### src/rtl/palindrome_pkg.sv
`default_nettype none
// ============================================================================
// Package     : palindrome_pkg
// Description : Shared types and helpers for the serial palindrome path.
// Revision    : 1.0 - initial release
// ============================================================================
package palindrome_pkg;

  // Largest supported half-frame width.
  localparam int PAL_MAX_HALF_W = 16;

  // Transmitter state: idle, forward half, mirrored half.
  typedef enum logic [1:0] {
    IDLE = 2'd0,
    FWD  = 2'd1,
    REV  = 2'd2
  } tx_state_e;

  // Frame length: odd frames share the centre bit between both halves.
  function automatic int frame_len(input int half_w, input int odd);
    return 2 * half_w - odd;
  endfunction

endpackage
`default_nettype wire

### src/rtl/palindrome_tx_if.sv
`default_nettype none
// ============================================================================
// Interface   : palindrome_tx_if
// Description : Half-word valid/ready input and serial frame output bundle.
// Revision    : 1.0 - initial release
// ============================================================================
interface palindrome_tx_if #(
  parameter int HALF_W = 4
) ();

  logic [HALF_W-1:0] data_i;
  logic              valid_i;
  logic              ready_o;
  logic              x_o;
  logic              x_valid_o;
  logic              sof_o;
  logic              eof_o;
  logic              busy_o;

  // Stimulus/control source side.
  modport master (
    output data_i, valid_i,
    input  ready_o, x_o, x_valid_o, sof_o, eof_o, busy_o
  );

  // Transmitter side.
  modport slave (
    input  data_i, valid_i,
    output ready_o, x_o, x_valid_o, sof_o, eof_o, busy_o
  );

endinterface
`default_nettype wire

### src/rtl/palindrome_tx.sv
`default_nettype none
// ============================================================================
// Module      : palindrome_tx
// Description : Serial transmitter emitting a half-word MSB-first followed by
//               its mirror, producing a palindromic bit frame.
// Revision    : 1.0 - initial release
// ============================================================================
module palindrome_tx
  import palindrome_pkg::*;
#(
  parameter int HALF_W = 4,
  parameter int ODD    = 1
) (
  input  wire logic        clk,
  input  wire logic        reset,
  palindrome_tx_if.slave   bus
);

  localparam int c_frame_len = frame_len(HALF_W, ODD);
  localparam int IDX_W       = $clog2(2 * HALF_W);

  // Reject unsupported widths and centre modes at elaboration.
  generate
    if (HALF_W < 2 || HALF_W > PAL_MAX_HALF_W || (ODD != 0 && ODD != 1)) begin : g_param_check
      $error("palindrome_tx: HALF_W must be 2..16 and ODD must be 0 or 1");
    end
  endgenerate

  tx_state_e          state_q, state_d;
  logic [IDX_W-1:0]   idx_q, idx_d;
  logic [HALF_W-1:0]  hold_q, hold_d;
  logic               x_q, x_d;
  logic               x_valid_q, x_valid_d;
  logic               sof_q, sof_d;
  logic               eof_q, eof_d;
  logic               busy_q, busy_d;

  logic               w_ready;
  logic               w_accept;
  logic [IDX_W-1:0]   w_sel;
  logic [HALF_W-1:0]  w_word;

  // New data may enter when idle or when the last bit is on the line.
  assign w_ready  = ~reset & ((state_q == IDLE) | eof_q);
  assign w_accept = bus.valid_i & w_ready;

  // Next state, bit index and hold register; output bits derive from the
  // next state so that the registered outputs line up with the frame index.
  always_comb begin
    state_d   = state_q;
    idx_d     = idx_q;
    hold_d    = hold_q;
    w_sel     = '0;
    w_word    = '0;
    x_d       = 1'b0;
    x_valid_d = 1'b0;
    sof_d     = 1'b0;
    eof_d     = 1'b0;
    busy_d    = 1'b0;

    if (w_accept) begin
      hold_d  = bus.data_i;
      idx_d   = '0;
      state_d = FWD;
    end else begin
      unique case (state_q)
        FWD: begin
          idx_d = idx_q + IDX_W'(1);
          if (idx_q == IDX_W'(HALF_W - 1)) state_d = REV;
        end
        REV: begin
          // The index parks at the last bit rather than wrapping.
          if (idx_q == IDX_W'(c_frame_len - 1)) state_d = IDLE;
          else                                  idx_d   = idx_q + IDX_W'(1);
        end
        default: ;
      endcase
    end

    // Forward half walks down from the MSB; mirror half walks back up,
    // skipping bit 0 when the centre bit is shared.
    if (idx_d < IDX_W'(HALF_W)) w_sel = IDX_W'(HALF_W - 1) - idx_d;
    else                        w_sel = idx_d - IDX_W'(HALF_W - ODD);
    w_word = hold_d >> w_sel;

    busy_d    = (state_d != IDLE);
    x_valid_d = busy_d;
    x_d       = busy_d & w_word[0];
    sof_d     = busy_d & (idx_d == '0);
    eof_d     = busy_d & (idx_d == IDX_W'(c_frame_len - 1));
  end

  // State, datapath and output registers with asynchronous clear.
  always_ff @(posedge clk or posedge reset) begin
    if (reset) begin
      state_q   <= IDLE;
      idx_q     <= '0;
      hold_q    <= '0;
      x_q       <= 1'b0;
      x_valid_q <= 1'b0;
      sof_q     <= 1'b0;
      eof_q     <= 1'b0;
      busy_q    <= 1'b0;
    end else begin
      state_q   <= state_d;
      idx_q     <= idx_d;
      hold_q    <= hold_d;
      x_q       <= x_d;
      x_valid_q <= x_valid_d;
      sof_q     <= sof_d;
      eof_q     <= eof_d;
      busy_q    <= busy_d;
    end
  end

  assign bus.ready_o   = w_ready;
  assign bus.x_o       = x_q;
  assign bus.x_valid_o = x_valid_q;
  assign bus.sof_o     = sof_q;
  assign bus.eof_o     = eof_q;
  assign bus.busy_o    = busy_q;

endmodule
`default_nettype wire
### src/flat_wrapper.sv
// flat-port wrapper written by rule: the top's interface ports become plain ports
module palindrome_tx_flat import palindrome_pkg::*;
#(
  parameter int HALF_W = 4,
  parameter int ODD    = 1
)
  (clk, reset, bus_data_i, bus_valid_i, bus_ready_o, bus_x_o, bus_x_valid_o, bus_sof_o, bus_eof_o, bus_busy_o);
  palindrome_tx_if #(.HALF_W(HALF_W)) bus_i ();
  input  wire logic clk;
  input  wire logic reset;
  input wire logic [$bits(bus_i.data_i)-1:0] bus_data_i;
  input wire logic [$bits(bus_i.valid_i)-1:0] bus_valid_i;
  output wire logic [$bits(bus_i.ready_o)-1:0] bus_ready_o;
  output wire logic [$bits(bus_i.x_o)-1:0] bus_x_o;
  output wire logic [$bits(bus_i.x_valid_o)-1:0] bus_x_valid_o;
  output wire logic [$bits(bus_i.sof_o)-1:0] bus_sof_o;
  output wire logic [$bits(bus_i.eof_o)-1:0] bus_eof_o;
  output wire logic [$bits(bus_i.busy_o)-1:0] bus_busy_o;
  assign bus_i.data_i = bus_data_i;
  assign bus_i.valid_i = bus_valid_i;
  assign bus_ready_o = bus_i.ready_o;
  assign bus_x_o = bus_i.x_o;
  assign bus_x_valid_o = bus_i.x_valid_o;
  assign bus_sof_o = bus_i.sof_o;
  assign bus_eof_o = bus_i.eof_o;
  assign bus_busy_o = bus_i.busy_o;
  palindrome_tx #(.HALF_W(HALF_W), .ODD(ODD)) u_core (.clk(clk), .reset(reset), .bus(bus_i));
endmodule
### config.mk
export PLATFORM = sky130hd
export DESIGN_NAME = palindrome_tx_flat
export DESIGN_NICKNAME = d
export VERILOG_FILES = /design/src/rtl/palindrome_pkg.sv /design/src/rtl/palindrome_tx_if.sv /design/src/rtl/palindrome_tx.sv /design/src/flat_wrapper.sv
export SDC_FILE = /design/constraint.sdc
export NUM_CORES = 1
export LEC_CHECK = 0
export CAP_MARGIN = 10
export CORE_MARGIN = 8
export CORE_UTILIZATION = 30
export DETAILED_ROUTE_END_ITERATION = 16
export DONT_BUFFER_PORTS = 1
export PLACE_DENSITY_LB_ADDON = 0.3
export SETUP_SLACK_MARGIN = 0.15
export SLEW_MARGIN = 10
export SYNTH_ARGS = -nofsm -noshare
export SYNTH_HDL_FRONTEND = slang
export SYNTH_SLANG_ARGS = --single-unit
### constraint.sdc
create_clock -name clk -period 3.1 [get_ports clk]
set_clock_uncertainty 0.1 [all_clocks]
set_input_delay 0.62 -clock clk [delete_from_list [all_inputs] [get_ports clk]]
set_output_delay 0.62 -clock clk [all_outputs]
set_load 0.01 [all_outputs]
; ---- Yosys cells after proc, flatten, opt, wreduce, memory -nomap -nowiden
; Index checks and enable logic that the tools add are counted.
; W data, S select, Z words.
[totals]
wordCells = 36
reg_bits = 13
output_inout_bits = 6
[classes]
eq_ne = 5
reduce_logical = 3
n_bitwise = 7
shifts = 1
addsub = 3
n_lt_le_gt_ge = 1
n_mux = 9
[ops]
columns = cell, n
row1 = $mux W3, 3
row2 = $eq A3 B3 Y1 const B, 2
row3 = $mux W2, 3
row4 = $pmux W3 S2, 1
row5 = $and A1 B1 Y1, 5
row6 = $mux W4, 1
row7 = $pmux W2 S2, 1
row8 = $shr A4 B3 Y1, 1
row9 = $add A3 B1 Y3 const B, 1
row10 = $eq A3 B2 Y1 const B, 1
row11 = $logic_not A3 Y1, 1
row12 = $lt A3 B3 Y1 const B, 1
row13 = $sub A2 B3 Y3 const A, 1
row14 = $sub A3 B2 Y3 const B, 1
row15 = $eq A2 B1 Y1 const B, 1
row16 = $eq A2 B2 Y1 const B, 1
row17 = $logic_not A2 Y1, 1
row18 = $reduce_bool A2 Y1, 1
row19 = $not A1 Y1, 1
row20 = $or A1 B1 Y1, 1

; ---- Longest topological paths before layout
; Gate-level depths: netlist of the first run.
[logic_depth]
depth_word = 9
mapped_depth = 11
mapped_depth_nobuf = 11

; ---- Worst setup path after synthesis of the first run
; Ideal clock, no wire load.
[synth_timing]
path_kind = register -> register
startpoint = register u_core.idx_q[0]
endpoint = register u_core.x_q, in the netlist u_core.bus.x_o
t_arrival_ns = 2.173
stages_incl_launch_ff = 11
t_required_ns = 2.906
setup_slack_ns = 0.733
setup_ns = 0.094
cell_sequence = dfrtp_1 inv_1 ha_1 a21bo_2 a211oi_2 a21o_1 and2_1 ha_1 o221ai_2 nor4_1 a211oi_1
[synth_between]
elab_chain_cells = 8
elab_cells_between_ends = 17
classes_between = add/sub (3) / order compare (1) / eq/ne (2) / shift (1) / mux (8) / bitwise (1) / reduce/logical (1)
[synth_rtl]
columns = element, line
row1 = from (decl), palindrome_tx.sv:30  ; logic [IDX_W-1:0] idx_q, idx_d;
row2 = from (signal assigned), palindrome_tx.sv:106  ; idx_q <= idx_d;
row3 = $add A3 B1 Y3 / $eq A3 B3 Y1 (equally long branches), "palindrome_tx.sv:68, palindrome_tx.sv:74, palindrome_tx.sv:73"
row4 = $mux W3, palindrome_tx.sv:73  ; if (idx_q == IDX_W'(c_frame_len - 1)) state_d = IDLE;
row5 = $pmux W3 S2 (*), palindrome_tx.sv:66  ; unique case (state_q)
row6 = $mux W3 (*), palindrome_tx.sv:61  ; if (w_accept) begin
row7 = named net u_core.idx_d[1], palindrome_tx.sv:30
row8 = "$sub A3 B2 Y3, or another cell as far along", palindrome_tx.sv:83  ; else w_sel = idx_d - IDX_W'(HALF_W - ODD);
row9 = $mux W3 (*), palindrome_tx.sv:82  ; if (idx_d < IDX_W'(HALF_W)) w_sel = IDX_W'(HALF_W - 1) - idx_d;
row10 = $shr A4 B3 Y1 (*), palindrome_tx.sv:84  ; w_word = hold_d >> w_sel;
row11 = $and A1 B1 Y1 (*), palindrome_tx.sv:88  ; x_d = busy_d & w_word[0];
row12 = named net u_core.x_d, palindrome_tx.sv:32  ; logic x_q, x_d;
row13 = to (signal assigned), palindrome_tx.sv:99  ; x_q <= 1'b0;
row14 = to (signal assigned), palindrome_tx.sv:108  ; x_q <= x_d;
row15 = to (decl), palindrome_tx.sv:32
; The timed path passes the listed nets; every way through them passes the cells marked *.

; ---- Final worst setup path of the first run
; Ends and elaborated chain as after synthesis.

==> summary by stage, run 1 <==
GRT
The maximum number of pins on one net before global-route repair is 14. The all-layer global routing usage is 8.02%. After global routing the overflow that remains totals 0.

The met2 layer usage reported by global route is 12.2%. The global routing stage identified its most utilized layer as met2. The number of antenna violations at the first check in global routing was 0. For met3 alone, demand over resource in global routing was 4.38%. The via count of the first global-routing pass is 691. The global routing met1 resource utilization is 9.84%. The first global-routing pass estimated 3240 µm of wire.

Timing
Setup slack closes at 0.483 ns. The number of endpoints with negative hold slack in the final report is 0. The remaining max-slew budget at the tightest pin is 65.1%.

The shortest period the worst path allows is 2.62 ns. Setup violations remaining at the end of the flow were counted as 0. The final count of pins violating max slew is 0. At the pin with the least slew margin, the transition time is 0.523 ns.

Derived from the worst setup path, the maximum achievable clock frequency is 0.382 GHz. After routing, the total negative slack on setup checks comes to 0 ns. Hold is met by 0.156 ns. The part of the cycle the worst path needs is 84.4%.

Setup repair after global routing left no endpoint under its margin.

Clock tree
In this run the post-CTS setup repair buffer count came out at 0. Gates resized during post-CTS repair numbered 0. The clock tree root buffer cell is sky130_fd_sc_hd__clkbuf_4. For the worst-skew pair, the clock arrives at the later sink with an insertion delay of 0.27 ns. In this run, post-CTS hold repair placed 0 buffers. TritonCTS built the clock tree.

The tree built by TritonCTS fans out to 13 sinks. The clock buffer count from CTS is 3. The number of buffers on the longest clock path is 2. The count of H-tree levels built during CTS is 1. The clock transition at the registers of the reported paths is 0.08 ns.

Detailed routing
The routed wire length is 1960 µm. The remaining antenna violation count after routing is 0. The final route contains 678 vias.

The post-detailed-route wirelength per cell is 15.0 µm. In the routed design, unresolved DRC markers number 0. The first detailed-routing pass took 4 iterations. The number of DRC markers in iteration 0 is 12. Dividing the detail-routed via count by the number of cells gives 5.18.

Floorplanning
The chip width is 71.1 µm. The die covers 0.00506 mm². The height of the die is 71.1 µm. The total area inside the core boundary comes to 0.00298 mm². The number of core rows is 20. The initial cell density of the core is 30.6%.

Pin placement for this block handled 13 I/O pins.

Synthesis
The cell taking the most area after synthesis is sky130_fd_sc_hd__dfrtp_1. The fraction of synthesized cell area taken by the top area cell type is 35.7%. The number of flops mapped to enable cells by yosys is 0. Dividing the synthesized area by the synthesized cell count gives 9.40 µm². The share of the Yosys chip area taken by registers is 35.7%. The number of nets in the synthesized netlist is 113.

The cell area after technology mapping is 912 µm². The number of distinct library cells after synthesis is 39. In this run, synthesis produced a sequential element count of 13.

The most used flip-flop cell after synthesis is sky130_fd_sc_hd__dfrtp_1. By area the synthesized netlist is led by sky130_fd_sc_hd__dfrtp_1 36%, sky130_fd_sc_hd__ha_1 12%, sky130_fd_sc_hd__nand2_1 8.2%, sky130_fd_sc_hd__inv_1 3.3%, sky130_fd_sc_hd__mux2i_1 2.2%. After synthesis, the share of flip-flops with an asynchronous set or reset is 100%. The Yosys step of the flow raised 0 warnings. In the synthesized netlist, the number of instances is 97.

Critical path
The critical register-to-register path startpoint is u_core.idx_q[0]. Measured in cells, the most critical reg-to-reg path has a length of 10. The largest single stage delay on the critical path is 0.45 ns. The kind of start point of the critical path is a flop. Data on the critical path is required at its endpoint by 3.18 ns.

The largest individual stage delay along the critical path comes from the cell sky130_fd_sc_hd__dfrtp_1. The worst setup path is captured at a flop. The critical path's most frequent cell is sky130_fd_sc_hd__ha_1. The endpoint identified for the worst register-to-register timing path is u_core.bus.x_o. The critical path goes through inv_1, ha_1, a21bo_2, a211oi_2, a21o_1, and2_1, ha_1, o221ai_2, nor4_1, a211oi_1. The critical path starts at u_core.idx_q[0]. The largest fanout of any net on the critical path is 6. The worst setup path is of the flop to flop kind. The slack of the worst reg-to-reg path is 0.48 ns. Data on the critical path arrives at its endpoint at 2.70 ns.

Placed design
The worst-case setup slack after placement is 0.474 ns. The estimated wirelength of the detail-placed design is 1520 µm. The number of I/O port buffers is 0.

The congestion estimate from routability-driven global placement came to 0.791.

Job
Across the run, the number of max-cap violations was 0.

Outcome
The flow ran to the end, and the final reports show no timing, DRC or antenna violations.

Power and ir drop
The power density of the placed cells is 293 mW/mm². Summed over all cells, the static leakage comes to 0.456 nW. The worst-case IR drop observed on VDD is 0.000125 V.

Final layout
The number of antenna diodes in the final layout is 0. The post-route netlist has 12.2% of its cells at a drive strength greater than 1. From synthesis to final layout, the design area changed by 4.80%.

At the end of the flow, the number of nets in the layout was 115.

Min path
The classification of the worst-slack hold path is primary input to asynchronous set/reset pin.
## through the flow
step | utilization [%] | area (µm²) | power, W | cells
after floorplan | - | 912 | 0.000176 | 97
after global placement | 31.2 | 930 | 0.000177 | 127
after detailed placement | 31.2 | 930 | 0.000177 | 127
after CTS | 32.1 | 956 | 0.000286 | 131
after global routing | 32.1 | 956 | 0.000294 | 131
final | 32.1 | 956 | 0.000280 | 131
## registers in the layout, summed over array words and instances (netlist names)
signal,flops
u_core.hold_q,4
u_core.idx_q,3
u_core.state_q,2
u_core.bus.eof_o,1
u_core.bus.sof_o,1
u_core.bus.x_o,1
u_core.bus.x_valid_o,1
## per-layer routing
layer	up-vias	share of wire, %
met4	0	0
met2	20	43
met5	-	0
met1	321	48
li1	337	-
met3	0	8.9
## cell usage in the layout (no fill, tap or decap)
cell type and n:
sky130_fd_sc_hd__a311o_1 1, sky130_fd_sc_hd__nor4_1 1, sky130_fd_sc_hd__a21o_1 2, sky130_fd_sc_hd__a21bo_2 1
sky130_fd_sc_hd__a211oi_1 1, sky130_fd_sc_hd__mux2i_1 2, sky130_fd_sc_hd__or2b_1 1, sky130_fd_sc_hd__o21ai_0 1
sky130_fd_sc_hd__o22a_1 1, sky130_fd_sc_hd__a2111oi_0 1, sky130_fd_sc_hd__a21boi_0 1, sky130_fd_sc_hd__a21boi_2 1
sky130_fd_sc_hd__dfrtp_1 13, sky130_fd_sc_hd__inv_1 8, sky130_fd_sc_hd__a211oi_2 1, sky130_fd_sc_hd__and4_1 1
sky130_fd_sc_hd__buf_4 1, sky130_fd_sc_hd__and3_1 2, sky130_fd_sc_hd__ha_1 9, sky130_fd_sc_hd__clkbuf_4 3
sky130_fd_sc_hd__nor2_1 3, sky130_fd_sc_hd__a31oi_1 1, sky130_fd_sc_hd__o21ai_4 1, sky130_fd_sc_hd__and4_2 1
sky130_fd_sc_hd__o221ai_1 2, sky130_fd_sc_hd__and3b_1 1, sky130_fd_sc_hd__or3_1 1, sky130_fd_sc_hd__nand4_1 1
sky130_fd_sc_hd__nand2b_1 2, sky130_fd_sc_hd__nor3b_1 1, sky130_fd_sc_hd__nand3_1 3, sky130_fd_sc_hd__o22ai_1 1
sky130_fd_sc_hd__nand2_1 20, sky130_fd_sc_hd__o221ai_2 1, sky130_fd_sc_hd__and2_1 2, sky130_fd_sc_hd__a21oi_1 2
sky130_fd_sc_hd__and2_4 1, sky130_fd_sc_hd__o21ba_4 1, sky130_fd_sc_hd__clkbuf_1 1
## logic make-up after synthesis
logic type | after synthesis | share of synthesized area, %
adders and majority gates | 9 | 12.3
and+or+nand+nor | 41 | 22.9
muxes | 2 | 2.19
buffers and inverters | 12 | 6.72
AOI/OAI and AO/OA | 20 | 20.2
DFF | 13 | 35.7
## worst max-delay path, delay by kind of cell, from the launching register on
kind | cells | cell delay, ns
buf+inv | 1 | 0.13
fa+ha+maj | 2 | 0.54
flops | 1 | 0.45
compound gates | 5 | 1.05
simple gates | 2 | 0.27
## final cells by class
class / count / area [µm²]
Timing Repair Buffer: 1 / 7.51
Sequential cell: 13 / 325
Tap cell: 33 / 41.3
Fill cell: 330 / 2020
Clock buffer: 4 / 26.3
Multi-Input combinational cell: 72 / 526
Inverter: 8 / 30.0
## cell usage after synthesis, types with 2 or more instances
| library cell | number |
|---|---|
| sky130_fd_sc_hd__a21o_1 | 2 |
| sky130_fd_sc_hd__a21oi_1 | 2 |
| sky130_fd_sc_hd__and2_1 | 2 |
| sky130_fd_sc_hd__and3_1 | 2 |
| sky130_fd_sc_hd__buf_4 | 2 |
| sky130_fd_sc_hd__dfrtp_1 | 13 |
| sky130_fd_sc_hd__ha_1 | 9 |
| sky130_fd_sc_hd__inv_1 | 8 |
| sky130_fd_sc_hd__mux2i_1 | 2 |
| sky130_fd_sc_hd__nand2_1 | 20 |
| sky130_fd_sc_hd__nand2b_1 | 2 |
| sky130_fd_sc_hd__nand3_1 | 3 |
| sky130_fd_sc_hd__nor2_1 | 3 |
| sky130_fd_sc_hd__o221ai_1 | 2 |
## power by group
part            total (W)  internal, W  switching [W]
combinational  0.00000395  0.000000600     0.00000335
clock            0.000107    0.0000499      0.0000571
sequential       0.000169     0.000169              0
## how the worst max path moves through the flow
| stage | to | slack (ns) | cells past startpoint |
|---|---|---|---|
| after floorplan | u_core.bus.x_o | 0.73 | 10 |
| after global placement | u_core.bus.x_o | 0.48 | 10 |
| after detailed placement | u_core.bus.x_o | 0.47 | 10 |
| after CTS | u_core.bus.x_o | 0.46 | 10 |
| after global routing | u_core.bus.x_o | 0.28 | 10 |
| final | u_core.bus.x_o | 0.48 | 10 |
Note: power is estimated with default switching activity, not from simulation.
==> run 2: changes to the inputs <==
clock period = 2.4 ns   (was 3.1 ns; I/O delays follow)
==> run 2 against run 1 <==
  * The run now ends with negative hold slack left
  * Final area rose by 23%
  * Critical path depth is the same
  * Largest cell class unchanged
  * First-iteration DRC count rose by 110%
  * Clock power up 25%
  * Sequential power is 30% higher
  * Largest power group unchanged
  * Critical endpoint unchanged
  * Non-clock buffer count grew 14
  * Worst setup slack worse by 0.35 ns
  * Final cell count increased by 11%
  * Total power rose by 28%
==> summary by stage, run 2 (synthesized netlist as in run 1, its figures left out) <==
Outcome
Outcome: finished, violations left (was completed). The checks that failed: negative hold slack.

Clock tree
The clock transition at the registers of the reported paths came to 0.08 ns (about the same). The clock buffer count from CTS is 3 (unchanged). The number of clock sinks seen by CTS is 13 (unchanged). The clock tree root buffer cell is sky130_fd_sc_hd__clkbuf_4 (unchanged). The count of H-tree levels built during CTS came to 1 (unchanged).

The insertion delay of the later-clocked pin in the worst-skew pair came to 0.27 ns (about the same). The number of buffers on the longest clock path is 2 (unchanged). The clock tree from TritonCTS is done (unchanged).

Critical path
The critical path's most frequent cell is sky130_fd_sc_hd__ha_4 (was sky130_fd_sc_hd__ha_1). Worst-path cell chain: inv_2, buf_4, ha_4, nand2_2, a21o_1, and2_4, ha_4, o221ai_2, nor4_1, a211oi_1 (was inv_1, ha_1, a21bo_2, a211oi_2, a21o_1, and2_1, ha_1, o221ai_2, nor4_1, a211oi_1). The kind of start point of the critical path is a flop (unchanged). The top cell family by delay on the critical path is adder cells (was compound AO/OA/AOI/OAI gates). The largest fanout of any net on the critical path is 6 (unchanged). The maximum single-stage delay on the critical path was 0.37 ns (was 0.45 ns). The cell type of the slowest stage on the worst timing path is sky130_fd_sc_hd__dfrtp_1 (unchanged). The number of buffers and inverters on the critical path came to 2 (was 1). The classification of the worst setup path is flop to flop (unchanged). The arrival time at the worst endpoint came to 2.32 ns (was 2.70 ns).

The required time of the critical path came to 2.45 ns (was 3.18 ns). The kind of capture point of the worst setup path is a flop (unchanged).

Timing
The number of endpoints with negative hold slack in the final report was 2 (was 0). The final count of pins violating max slew was 0 (unchanged). The remaining max-slew budget at the tightest pin came to 68.2% (was 65.1%). The worst hold slack after final layout is -0.000938 ns (was 0.156 ns). The slew at the pin closest to its max-slew limit is 0.476 ns (was 0.523 ns). Setup repair after global routing missed its margin: true (was false). The summed negative setup slack over all endpoints is 0 ns (unchanged). The total setup violations reported at the end of the flow was 0 (unchanged). The highest achievable clock rate is 0.442 GHz (was 0.382 GHz). The shortest period the worst path allows is 2.26 ns (was 2.62 ns).

The part of the cycle the worst path needs was 94.4% (was 84.4%).

Floorplanning
The I/O pin total was 13 (unchanged). The area inside the core boundary is 0.00298 mm² (unchanged). The overall die area came to 0.00506 mm² (unchanged).

The chip width came to 71.1 µm (unchanged). The initial cell density of the core is 30.6% (unchanged). The height of the die came to 71.1 µm (unchanged). The number of core rows is 20 (unchanged).

Detailed routing
The post-detailed-route wirelength per cell is 15.5 µm (was 15.0 µm). The total via count after detailed routing is 738 (was 678). The routed wire length is 2240 µm (was 1960 µm).

The number of DRC markers in iteration 0 is 25 (was 12). The remaining antenna violation count after routing came to 0 (unchanged). The via density per instance is 5.09 (was 5.18). The number of detailed-route iterations in the first pass is 4 (unchanged). The remaining design rule violation count was 0 (unchanged).

Job
The number of max-capacitance violations reported came to 0 (unchanged).

Power and ir drop
The overall power of the completed layout is 0.000358 W (was 0.000280 W). The maximum vdd ir drop is 0.000185 V (was 0.000125 V). The static leakage power was 0.532 nW (was 0.456 nW).

The power density of the placed cells is 305 mW/mm² (was 293 mW/mm²).

Final layout
The share of final-layout standard cells stronger than drive strength 1 is 36.6% (was 12.2%). The number of flip-flops under the largest register name is 4 (unchanged). Largest regs: u_core.hold_q (4), u_core.idx_q (3), u_core.state_q (2) (unchanged). The final net count is 129 (was 115). The most frequent standard cell in the layout excluding fill and tap cells is sky130_fd_sc_hd__nand2_1 (unchanged).

The register with the highest flop count is u_core.hold_q (unchanged). The signed area change from the synthesized netlist to the final layout was 28.4% (was 4.80%). The number of diodes is 0 (unchanged). Highest-count cells in the layout ignoring fill and taps: 19 x sky130_fd_sc_hd__nand2_1, 15 x sky130_fd_sc_hd__buf_4, 12 x sky130_fd_sc_hd__dfrtp_1 (was 20 x sky130_fd_sc_hd__nand2_1, 13 x sky130_fd_sc_hd__dfrtp_1, 9 x sky130_fd_sc_hd__ha_1).

Placed design
The estimated wirelength of the detail-placed design is 1570 µm (was 1520 µm). The number of I/O port buffers is 0 (unchanged). The last weighted congestion value of the routability-driven placer is 0.775 (was 0.791).

GRT
The global routing met1 resource utilization is 9.59% (was 9.84%). The global-route wire length before repair was 3350 µm (was 3240 µm). The met3 global-route usage is 4.38% (unchanged). The maximum number of pins on one net before global-route repair came to 14 (unchanged). The met2 layer usage reported by global route is 14.5% (was 12.2%). The number of antenna violations at the first check in global routing is 0 (unchanged). The global route total overflow came to 0 (unchanged). The via count of the first global-routing pass is 716 (was 691). The all-layer global routing usage is 8.45% (was 8.02%). The busiest layer in global routing is met2 (unchanged).

Min path
The classification of the worst-slack hold path is primary input to asynchronous set/reset pin (unchanged).
run 2: worst paths after layout:
kind / start / endpoint / slack (ns) / cells after the start
max: u_core.state_q[0] / u_core.bus.x_o / 0.14 / 10
min: reset / u_core.state_q[0] / -0.0009 / 1
max reg2reg: u_core.state_q[0] / u_core.bus.x_o / 0.14 / 10
min reg2reg: u_core.hold_q[3] / u_core.hold_q[3] / 0.42 / 2
max in group asynchronous: reset / u_core.state_q[1] / 1.85 / 1
min in group clk: bus_data_i[1] / u_core.hold_q[1] / 0.21 / 2
run 2: timing repair:
action | 4_1_cts | 5_1_grt
cloned | 0 | 0
resized for setup | 10 | 12
buffers inserted | 5 | 4
hold buffers | 0 | 0
setup endpoints to repair | 1 | 1
pin swaps | 5 | 5
run 2: area by class of cell:
type	instances	area [µm²]
repair buffers	15	113
flip-flops and latches	13	327
inverters	8	35.0
well taps	33	41.3
fillers	307	1810
multi-input cells	72	629
clock buffers	4	26.3
run 2: where the power goes:
part	internal [W]	total, W	switching [W]
Combinational	0.000000775	0.00000471	0.00000393
Sequential	0.000219	0.000219	0
Clock	0.0000644	0.000134	0.0000696
Total	0.000284	0.000358	0.0000735
run 2: stage by stage:
step	cell area, µm²	setup WS (ns)	hold WS [ns]	util [%]	cells
after global placement	975	-0.0143	0.325	32.7	132
after CTS	1080	0.162	0.0176	36.2	141
final	1170	0.135	-0.000938	39.3	145
after global routing	1170	0.0308	0.0551	39.3	145
after detailed placement	975	-0.0238	0.318	32.7	132
after floorplan	920	0.159	0.257	-	97
run 2: worst reg2reg max path: cells and delay by family, from the launching register on:
family,cells,cell delay (ns)
simple gates,3,0.53
flops,1,0.37
buf+inv,2,0.20
compound gates,3,0.36
fa+ha+maj,2,0.58
run 2: layer usage:
layer	part of all wire [%]	wire length, µm	up-vias
li1	-	-	367
met1	44	986	355
met2	49	1110	16
met3	6.6	147	0
met4	0	0	0
met5	0	0	-
==> run 3: changes to the inputs <==
MAX_ROUTING_LAYER = met4   (was unset)
==> run 3 against run 2 <==
  * The flow still finishes with violations (negative hold slack)
  * Largest power group unchanged
  * Global-route usage increased by 0.23 points
  * Critical path depth did not move
  * Combinational power about the same
  * Clock-buffer cell count unchanged
  * Routed wire length is 0.22% higher
  * Critical endpoint unchanged
  * First-iteration DRC count increased by 16%
  * Sequential share of layout area stayed put
  * Register-to-register slack about the same
  * Hold slack got worse by 0.00052 ns
==> summary by stage, run 3 (synthesized netlist as in run 1, its figures left out) <==
GRT
The all-layer global routing usage came to 8.68% (was 8.45%). The via count of the first global-routing pass is 718 (was 716). The number of antenna violations at the first check in global routing was 0 (unchanged). The global-route wire length before repair came to 3350 µm (unchanged).

The global route total overflow is 0 (unchanged). The maximum number of pins on one net before global-route repair is 14 (unchanged).

Final layout
The share of final-layout standard cells stronger than drive strength 1 is 36.6% (unchanged). The number of flip-flops under the largest register name is 4 (unchanged). The core utilization of the finished layout was 39.3% (unchanged). The final net count is 129 (unchanged). The signed area change from the synthesized netlist to the final layout is 28.4% (unchanged).

The final cell count without fillers is 145 (unchanged). The number of diodes is 0 (unchanged). The most frequent standard cell in the layout excluding fill and tap cells is sky130_fd_sc_hd__nand2_1 (unchanged). Highest-count cells in the layout ignoring fill and taps: 19 x sky130_fd_sc_hd__nand2_1, 15 x sky130_fd_sc_hd__buf_4, 12 x sky130_fd_sc_hd__dfrtp_1 (unchanged). Largest regs: u_core.hold_q (4), u_core.idx_q (3), u_core.state_q (2) (unchanged). The register with the highest flop count is u_core.hold_q (unchanged).

Detailed routing
The via density per instance came to 5.10 (was 5.09). The post-detailed-route wirelength per cell is 15.5 µm (about the same). The remaining antenna violation count after routing is 0 (unchanged). The routed wire length came to 2250 µm (was 2240 µm).

The remaining design rule violation count is 0 (unchanged). The number of detailed-route iterations in the first pass was 4 (unchanged). The total via count after detailed routing is 740 (was 738).

The number of DRC markers in iteration 0 was 29 (was 25).

Critical path
The top cell family by delay on the critical path is adder cells (unchanged). The worst setup path endpoint was u_core.bus.x_o (unchanged). The worst reg-to-reg path cell count is 10 (unchanged). Worst-path cell chain: inv_2, buf_4, ha_4, nand2_2, a21o_1, and2_4, ha_4, o221ai_2, nor4_1, a211oi_1 (unchanged). The kind of start point of the critical path is a flop (unchanged). The largest fanout of any net on the critical path came to 6 (unchanged).

The classification of the worst setup path is flop to flop (unchanged). The critical register-to-register path startpoint is u_core.state_q[0] (unchanged). The kind of capture point of the worst setup path is a flop (unchanged). The arrival time at the worst endpoint is 2.32 ns (about the same). The endpoint of the most critical register-to-register path was u_core.bus.x_o (unchanged). The launching instance or port of the critical path is u_core.state_q[0] (unchanged). The required time of the critical path is 2.45 ns (about the same). The slack of the worst reg-to-reg path came to 0.14 ns (about the same). The maximum single-stage delay on the critical path is 0.37 ns (about the same). The cell type of the slowest stage on the worst timing path was sky130_fd_sc_hd__dfrtp_1 (unchanged). The number of buffers and inverters on the critical path came to 2 (unchanged). The critical path's most frequent cell is sky130_fd_sc_hd__ha_4 (unchanged).

The critical path depth is 10 (unchanged).

Timing
The shortest period the worst path allows was 2.26 ns (about the same). The total setup violations reported at the end of the flow is 0 (unchanged). The summed negative setup slack over all endpoints is 0 ns (unchanged). The highest achievable clock rate is 0.442 GHz (about the same). The remaining max-slew budget at the tightest pin was 68.3% (was 68.2%). The worst hold slack after final layout is -0.00146 ns (was -0.000938 ns). The slew at the pin closest to its max-slew limit is 0.475 ns (was 0.476 ns). Setup repair after global routing missed its margin: true (unchanged).

The number of endpoints with negative hold slack in the final report is 5 (was 2). The final count of pins violating max slew was 0 (unchanged). The part of the cycle the worst path needs is 94.4% (about the same).

Placed design
The estimated wirelength of the detail-placed design is 1570 µm (unchanged). The last weighted congestion value of the routability-driven placer came to 0.786 (was 0.775). The cell count after placement is 132 (unchanged). The number of I/O port buffers is 0 (unchanged).

Clock tree
The clock buffer count from CTS is 3 (unchanged). The clock tree from TritonCTS is done (unchanged). The clock tree root buffer cell is sky130_fd_sc_hd__clkbuf_4 (unchanged). The number of clock sinks seen by CTS came to 13 (unchanged). The count of H-tree levels built during CTS was 1 (unchanged). The insertion delay of the later-clocked pin in the worst-skew pair is 0.27 ns (about the same). The clock transition at the registers of the reported paths was 0.08 ns (about the same). The number of buffers on the longest clock path is 2 (unchanged).

Floorplanning
The number of core rows is 20 (unchanged). The chip width is 71.1 µm (unchanged). The I/O pin total is 13 (unchanged). The area inside the core boundary came to 0.00298 mm² (unchanged). The height of the die is 71.1 µm (unchanged). The overall die area is 0.00506 mm² (unchanged).

The initial cell density of the core is 30.6% (unchanged).

Min path
The classification of the worst-slack hold path is primary input to asynchronous set/reset pin (unchanged).

Power and ir drop
The maximum vdd ir drop was 0.000184 V (was 0.000185 V). The power density of the placed cells was 305 mW/mm² (about the same). The static leakage power is 0.532 nW (unchanged).

Outcome
Violations in the final reports: negative hold slack (unchanged). Outcome: finished, violations left (unchanged).

Job
The number of max-capacitance violations reported is 0 (unchanged).
run 3: cell counts in the layout (fill, tap and decap cells not counted):
No cell type changed its count.
run 3: worst register-to-register path, delay by kind of cell (launching register included):
family | cells | cell delay [ns]
flops | 1 | 0.37
simple gates | 3 | 0.53
compound gates | 3 | 0.36
buf+inv | 2 | 0.20
fa+ha+maj | 2 | 0.58
run 3: how the worst min path moves through the flow:
stage | from | endpoint | slack, ns | cells past startpoint
floorplan | reset | u_core.bus.eof_o | 0.26 | 1
global placement | reset | u_core.state_q[1] | 0.32 | 1
detailed placement | reset | u_core.state_q[1] | 0.32 | 1
CTS | reset | u_core.state_q[0] | 0.02 | 1
global route | reset | u_core.state_q[0] | 0.06 | 1
finish | reset | u_core.state_q[0] | -0.001 | 1
run 3: area by class of cell:
type,instances,area (µm²)
clock buffers,4,26.3
fillers,307,1810
inverters,8,35.0
multi-input cells,72,629
flip-flops and latches,13,327
well taps,33,41.3
repair buffers,15,113
run 3: timing repair:
item / in CTS / in global routing
hold buffers: 0 / 0
setup endpoints to repair: 1 / 1
setup buffers: 5 / 4
pin swaps: 5 / 5
resized for setup: 10 / 12
run 3: power by group:
| part | switching [W] | internal (W) | leakage [nW] | total (W) |
|---|---|---|---|---|
| Sequential | 0 | 0.000219 | 0.160 | 0.000219 |
| Clock | 0.0000694 | 0.0000644 | 0.0150 | 0.000134 |
| Combinational | 0.00000392 | 0.000000775 | 0.357 | 0.00000470 |
run 3: routing by layer:
layer / up-vias / GRT usage (%) / routed length (µm)
met5: - / - / 0
met4: 0 / 0 / 0
met3: 0 / 3.95 / 123
met2: 16 / 14.5 / 1120
met1: 357 / 9.84 / 1010
li1: 367 / - / -
run 3: per-stage QoR:
stage	instance area, µm²	worst slack, ns	hold WS [ns]	power (W)
after floorplan	920	0.159	0.257	0.000227
after global placement	975	-0.0143	0.325	0.000228
after detailed placement	975	-0.0238	0.318	0.000228
after CTS	1080	0.162	0.0176	0.000362
after global routing	1170	0.0308	0.0551	0.000376
final	1170	0.135	-0.00146	0.000357
